==> src/rtl/rr_arb_enc.sv <==
// Round-robin arbiter for 8 requesters with a binary-encoded grant that drives an external 3-to-8 decoder.
// Optional forced release after MAX_HOLD grant cycles is enabled by defining RR_ARB_TIMEOUT_EN.
module rr_arb_enc #(
  parameter int unsigned MAX_HOLD = 16
) (
  input  logic       clk,
  input  logic       rst,
  input  logic [7:0] req,
  input  logic       done,
  output logic       gnt_ena,
  output logic [2:0] gnt_idx,
  output logic       tmo
);

  typedef enum logic {
    IDLE  = 1'b0,
    GRANT = 1'b1
  } state_e;

  if (MAX_HOLD < 2 || MAX_HOLD > 255) begin : g_bad_max_hold
    $error("rr_arb_enc: MAX_HOLD must be within 2..255");
  end

  state_e     state_q, state_d;
  logic [2:0] gnt_idx_q, gnt_idx_d;
  logic [2:0] ptr_q, ptr_d;
  logic       tmo_q, tmo_d;

`ifdef RR_ARB_TIMEOUT_EN
  localparam logic [7:0] HOLD_LAST = 8'(MAX_HOLD - 1);
  logic [7:0] hold_q, hold_d;
`endif

  logic       pick_found;
  logic [2:0] pick_idx;
  logic [2:0] cand;

  // First set request bit scanning upward from ptr, wrapping modulo 8.
  always_comb begin
    pick_found = 1'b0;
    pick_idx   = '0;
    cand       = '0;
    for (int unsigned i = 0; i < 8; i++) begin
      cand = ptr_q + i[2:0];
      if (!pick_found && req[cand]) begin
        pick_found = 1'b1;
        pick_idx   = cand;
      end
    end
  end

  always_comb begin
    state_d   = state_q;
    gnt_idx_d = gnt_idx_q;
    ptr_d     = ptr_q;
    tmo_d     = 1'b0;
`ifdef RR_ARB_TIMEOUT_EN
    hold_d    = hold_q;
`endif
    unique case (state_q)
      IDLE: begin
        if (pick_found) begin
          state_d   = GRANT;
          gnt_idx_d = pick_idx;
`ifdef RR_ARB_TIMEOUT_EN
          hold_d    = '0;
`endif
        end
      end
      GRANT: begin
        if (done || !req[gnt_idx_q]) begin
          state_d = IDLE;
          ptr_d   = gnt_idx_q + 3'd1;
        end
`ifdef RR_ARB_TIMEOUT_EN
        // hold_q counts completed grant cycles minus one, so HOLD_LAST marks the last allowed cycle.
        else if (hold_q == HOLD_LAST) begin
          state_d = IDLE;
          ptr_d   = gnt_idx_q + 3'd1;
          tmo_d   = 1'b1;
        end else begin
          hold_d = hold_q + 8'd1;
        end
`endif
      end
      default: state_d = IDLE;
    endcase
  end

  always_ff @(posedge clk or posedge rst) begin
    if (rst) begin
      state_q   <= IDLE;
      gnt_idx_q <= '0;
      ptr_q     <= '0;
      tmo_q     <= 1'b0;
`ifdef RR_ARB_TIMEOUT_EN
      hold_q    <= '0;
`endif
    end else begin
      state_q   <= state_d;
      gnt_idx_q <= gnt_idx_d;
      ptr_q     <= ptr_d;
      tmo_q     <= tmo_d;
`ifdef RR_ARB_TIMEOUT_EN
      hold_q    <= hold_d;
`endif
    end
  end

  assign gnt_ena = (state_q == GRANT);
  assign gnt_idx = gnt_idx_q;
  assign tmo     = tmo_q;

endmodule

==> config.mk <==
export PLATFORM = sky130hd
export DESIGN_NAME = rr_arb_enc
export DESIGN_NICKNAME = d
export VERILOG_FILES = /design/src/rtl/rr_arb_enc.sv
export SDC_FILE = /design/constraint.sdc
export NUM_CORES = 1
export LEC_CHECK = 0
export ABC_AREA = 0
export ABC_CLOCK_PERIOD_IN_PS = 3820
export CORE_MARGIN = 3
export CORE_UTILIZATION = 55
export DETAILED_ROUTE_END_ITERATION = 10
export GPL_ROUTABILITY_DRIVEN = 0
export PLACE_DENSITY = 0.79
export SETUP_SLACK_MARGIN = 0.05
export SYNTH_ARGS = -nofsm -noshare
export SYNTH_HDL_FRONTEND = slang
export SYNTH_SLANG_ARGS = --single-unit
==> constraint.sdc <==
create_clock -name clk -period 3.82 [get_ports clk]
set_input_delay 0.764 -clock clk [delete_from_list [all_inputs] [get_ports clk]]
set_output_delay 0.764 -clock clk [all_outputs]
set_load 0.005 [all_outputs]
==> qor.yml, run 1 <==
clock_skew_ns: 0.0003416
startpoint_type: "register"
cts_resized: 0
clk_pin_slew_ns: 0.05
synth_top_family_by_area: "multiplexers"
layout-drive-gt1-share_pct: 22.14
rrSetupSlack_ns: 0.84
drc_errors: 0
htreeDepth: 1
required_ns: 3.98
fmax_ghz: 0.3352
die_x_um: 54.50
synth_fa_ha_area_share_pct: 2.901
port_buffers: 14
synth-seq-cells: 7
dp_slack_ns: 0.6350
crit_chain: "inv_1, ha_1, mux4_1, mux2i_4, nand3b_4, nor3_4, a21oi_2, mux2_4"
status: "finished, final reports clean"
powerDensity_nw_per_um2: 1082
holdBufCountCts: 0
wirelength_um: 2896
netlist_instances: 118
synthXorXnorAreaFrac_pct: 2.708
wire_per_inst_um: 18.33
synth-simple-area-share_pct: 14.02
period_needed_ns: 2.983
die_y_um: 54.50
dpl.hpwl_um: 2284
viasPerCell: 6.500
cts.sinks: 7
yosysWarnings: 0
drt_iter0_drc: 22
clk_path_buf_depth: 2
n_antenna_cell: 0
antenna_found_initial: 0
ys_types: 47
netlist_area_um2: 1294
synth_edf_count: 0
ant_nets: 0
whs_ns: 0.6336
setup_viol: 0
synth_top_area_share_pct: 13.93
rsz0062_at_grt: "no"
critPathArrivalTime_ns: 3.14
grt.total_usage_pct: 22.24
power.total_mw: 1.539
cp_slowest_stage_delay_ns: 0.71
slew_violations: 0
synth_compound_area_share_pct: 14.99
vias: 1027
min_path_type: "reg -> reg"
leakagePower_nw: 0.5750
syn_area_per_cell_um2: 10.96
start_util_pct: 62.14
worst_pin_slew_ns: 0.6761
io_pins: 16
slew_headroom_pct: 54.45
synth.yosys.seq_area_share_pct: 13.54
synth_fp_nets: 132
cts_made_buffers: 3
end_kind: "register"
hold_violations: 0
drt-pass1-iter-count: 4
post_cts_buffers: 0
synth_top_flop_cell: "dfrtp_1"
async_flop_share_pct: 100.0
die-area_um2: 2970
grt_pass1_wl_um: 4588
worst_path_max_delay_cell: "mux4_1"
layout_setup_ws_ns: 0.8369
grt_pass1_vias: 921
vdd_ir_drop_max_v: 0.0007149
crit_type: "reg -> reg"
insertion_delay_ns: 0.27
path_max_fanout: 12
synthTopCellsByArea: "mux4_2 (14%), dfrtp_1 (14%), mux4_1 (10%)"
grt_max_degree: 18
finalNetCount: 146
grt_remaining_overflow: 0
fin_setup_tns_ns: 0
area_delta_synth_final_pct: 9.961
yosys.area.top_type: "mux4_2"
fin_crit_sh_pct: 78.09
cts_tree: "yes"
cap_violations: 0
clockRootBuffer: "clkbuf_4"
rows: 16
core-area_um2: 2082
postLayoutCoreUtil_pct: 68.33
synthMuxAreaShare_pct: 43.13
==> worst paths after layout <==
check                      startpoint          to  cells after the start
hold / removal                gnt_ena     gnt_ena                      1
min in group asynchronous         rst    ptr_q[1]                      2
setup reg to reg             ptr_q[1]  gnt_idx[0]                      8
setup / recovery             ptr_q[1]  gnt_idx[0]                      8
max in group asynchronous         rst  gnt_idx[0]                      2
hold reg to reg               gnt_ena     gnt_ena                      1
==> layout make-up <==
type                            count  area [µm²]
Timing Repair Buffer               16       155.1
Fill cell                         179       659.4
Inverter                            6       22.52
Clock buffer                        4       26.28
Sequential cell                     7       175.2
Tap cell                           27       33.78
Multi-Input combinational cell     98        1010
==> metal layers <==
layer / GRT usage (%) / share of wire [%] / vias to the layer above
met5: 0 / 0 / -
met2: 33.27 / 48 / 45
met4: 8.299 / 2.6 / 0
li1: - / - / 482
met3: 4.905 / 6.1 / 8
met1: 31.31 / 43 / 492
==> worst max-delay path: cells and delay by family, from the launching register on <==
kind            cells  cell delay (ns)
simple gates        2             0.39
compound gates      1             0.11
flops               1             0.34
buf+inv             1             0.14
fa+ha+maj           1             0.64
mux                 3             1.24
==> sequential cells by signal (all words and copies together) (netlist names) <==
signal and count:
gnt_idx 3, gnt_ena 1, ptr_q 3
==> logic make-up (layout without fill, tap and decap cells) <==
kind of cell,Yosys count,in the layout
other,1,1
buffers and inverters,13,26
multiplexers,32,32
adder cells (fa/ha/maj),3,3
AND/OR/NAND/NOR,30,30
AO/OA/AOI/OAI,28,28
flip-flops,7,7
XOR/XNOR,4,4
==> stage by stage <==
stage                     cell area [µm²]  instances
after CTS                            1423        158
after floorplan                      1294        118
final                                1423        158
after detailed placement             1396        154
after global routing                 1423        158
after global placement               1396        154
==> cells in the mapped netlist, types with 3 or more instances <==
cell,number
a21oi_1,5
clkbuf_8,3
dfrtp_1,7
ha_1,3
inv_1,6
mux2i_1,9
mux2i_4,3
mux4_1,5
mux4_2,8
nand2_1,9
nor2_1,5
nor2b_1,3
o21ai_0,5
xnor2_1,3
==> layout by cell type, fill, tap and decap left out, types with 2 or more instances in the layout <==
master            n
clkdlybuf4s50_1  14
nand2_1           9
mux2i_1           9
mux4_2            8
dfrtp_1           7
inv_1             6
mux4_1            5
nor2_1            5
o21ai_0           5
a21oi_1           5
mux2i_4           3
nor2b_1           3
xnor2_1           3
ha_1              3
clkbuf_4          3
mux2_1            2
or2b_1            2
mux2_2            2
nor3_1            2
a31oi_1           2
and2_1            2
o22ai_1           2
a211oi_1          2
mux2_4            2
o21ai_1           2
buf_4             2
==> report_power, final <==
group / switching (mW) / leakage [nW] / internal (mW)
Clock: 0.0334 / 0.0150 / 0.0403
Sequential: 0.0726 / 0.0826 / 0.114
Combinational: 0.632 / 0.477 / 0.647
Power figures use the tool's default switching activity.
==> run 2: changes to the inputs <==
ABC_CLOCK_PERIOD_IN_PS = 2500   (was 3820)
CORE_UTILIZATION = 50   (was 55)
PLACE_DENSITY = 0.76   (was 0.79)
clock period = 2.5 ns   (was 3.82 ns; I/O delays follow)
==> run 2 against run 1 <==
The flow now finishes with violations (negative setup slack). First-iteration DRC count rose by 82%. Critical endpoint is now gnt_idx[1]. Worst setup slack got worse by 0.89 ns. Clock skew rose by 0.0010 ns. Sequential share of layout area decreased by 2.0 points.
==> qor.yml, run 2 (synthesis gave the netlist of run 1 again) <==
grt_max_degree: 18  # unchanged
slew_violations: 0  # unchanged
critPathArrivalTime_ns: 2.70  # was 3.14 ns
cap_violations: 0  # unchanged
slew_headroom_pct: 62.65  # was 54.45%
layout_common_cells: "buf_4 (24), mux4_2 (11), nand2_1 (9), mux2i_1 (8), dlygate4sd2_1 (8)"  # was clkdlybuf4s50_1 (14), nand2_1 (9), mux2i_1 (9), mux4_2 (8), dfrtp_1 (7)
clock_skew_ns: 0.001376  # was 0.0003416 ns
min_path_type: "in -> async"  # was reg -> reg
antenna_found_initial: 0  # unchanged
grt_pass1_vias: 1194  # was 921
period_needed_ns: 2.558  # was 2.983 ns
drc_errors: 0  # unchanged
area_delta_synth_final_pct: 30.75  # was 9.961%
clockRootBuffer: "clkbuf_4"  # unchanged
violations: "negative setup slack"
final_common_cell: "buf_4"  # was clkdlybuf4s50_1
end_kind: "register"  # unchanged
dp_slack_ns: -0.3878  # was 0.6350 ns
grt.total_usage_pct: 22.24  # about the same
hold_violations: 0  # unchanged
clk_pin_slew_ns: 0.06  # was 0.05 ns
startpoint_type: "register"  # unchanged
layout-drive-gt1-share_pct: 44.52  # was 22.14%
core-area_um2: 2340  # was 2082 µm²
rows: 17  # was 16
die_x_um: 56.87  # was 54.50 µm
drt_iter0_drc: 40  # was 22
viasPerCell: 6.279  # was 6.500
placedCellCount: 170  # was 154
status: "finished with violations"  # was finished, final reports clean
die-area_um2: 3234  # was 2970 µm²
die_y_um: 56.87  # was 54.50 µm
cts.sinks: 7  # unchanged
cts_tree: "yes"  # unchanged
drt-pass1-iter-count: 4  # unchanged
fin_setup_tns_ns: -0.09098  # was 0 ns
start_util_pct: 55.29  # was 62.14%
grt_pass1_wl_um: 5630  # was 4588 µm
setup_viol: 2  # was 0
crit_type: "reg -> reg"  # unchanged
layout_setup_ws_ns: -0.05761  # was 0.8369 ns
grt_remaining_overflow: 0  # unchanged
n_antenna_cell: 0  # unchanged
insertion_delay_ns: 0.26  # was 0.27 ns
io_pins: 16  # unchanged
htreeDepth: 1  # unchanged
port_buffers: 14  # unchanged
path_max_fanout: 6  # was 12
rsz0062_at_grt: "yes"  # was no
required_ns: 2.64  # was 3.98 ns
clk_path_buf_depth: 2  # unchanged
fin_crit_sh_pct: 102.3  # was 78.09%
worst_pin_slew_ns: 0.5544  # was 0.6761 ns
finalNetCount: 170  # was 146
stdcell_count: 183  # was 158
vias: 1149  # was 1027
ant_nets: 0  # unchanged
wire_per_inst_um: 19.54  # was 18.33 µm
fmax_ghz: 0.3910  # was 0.3352 GHz
wirelength_um: 3575  # was 2896 µm
cts_made_buffers: 3  # unchanged
holdBufCountCts: 0  # unchanged
dpl.hpwl_um: 2558  # was 2284 µm
-- run 2: changes by cell type in the layout (fill, tap and decap cells not counted), moves of 2 or more --
cell / previous run / this run
buf_4: 2 / 24
clkdlybuf4s50_1: 14 / 6
dlygate4sd2_1: 0 / 8
mux4_1: 5 / 2
mux4_2: 8 / 11
o21ai_2: 0 / 3
ha_1: 3 / 1
inv_1: 6 / 4
o21ai_1: 2 / 0
-- run 2: final timing paths --
path	startpoint	to	slack [ns]	cells past startpoint
worst max-delay path	ptr_q[0]	gnt_idx[1]	-0.06	10
worst min register to register	ptr_q[2]	ptr_q[2]	0.58	2
min in group clk	ptr_q[2]	ptr_q[2]	0.58	2
worst min-delay path	rst	gnt_idx[1]	0.47	2
max in group asynchronous	rst	gnt_ena	1.81	2
worst max register to register	ptr_q[0]	gnt_idx[1]	-0.06	10
-- run 2: area by class of cell --
| cell class | count | area (µm²) |
|---|---|---|
| clock buffer | 4 | 26.28 |
| fill | 170 | 648.1 |
| tap | 28 | 35.03 |
| timing repair buffer | 40 | 341.6 |
| inverter | 6 | 25.02 |
| multi-input combinational | 98 | 1089 |
| sequential | 7 | 175.2 |
-- run 2: worst max-delay path: stages (launching register included) --
cell       delay, ns
dfrtp_1         0.41
inv_4           0.06
ha_4            0.28
mux2i_2         0.16
mux4_2          0.50
a32oi_2         0.23
nand3b_4        0.23
nor3_4          0.05
buf_4           0.14
a221oi_4        0.28
a2bb2oi_2       0.08
-- run 2: stage by stage --
step	util [%]	cell area [µm²]	hold WS, ns
2_1_floorplan	-	1297	0.3034
3_3_place_gp	64.71	1514	0.5685
3_5_place_dp	64.71	1514	0.5705
4_1_cts	68.50	1603	0.4764
5_1_grt	72.30	1692	0.4977
6_report	72.30	1692	0.4705
-- run 2: timing repair --
item | 4_1_cts | 5_1_grt
hold endpoints to repair | 0 | 0
pin swaps | 3 | 3
endpoints found under the setup margin | 3 | 4
setup buffers | 5 | 4
gates resized for setup | 18 | 10
-- run 2: routing by layer --
metal | routed length, µm | vias to the layer above | global-route usage [%]
met3 | 165 | 8 | 7.126
met2 | 1845 | 36 | 38.12
li1 | - | 527 | -
met5 | 0 | - | 0
met4 | 85 | 0 | 5.298
met1 | 1478 | 578 | 27.01
Power of run 2 is left out: the tool's default activity adds up to more than one toggle a clock period on the data nets, which glitch-free logic cannot reach.
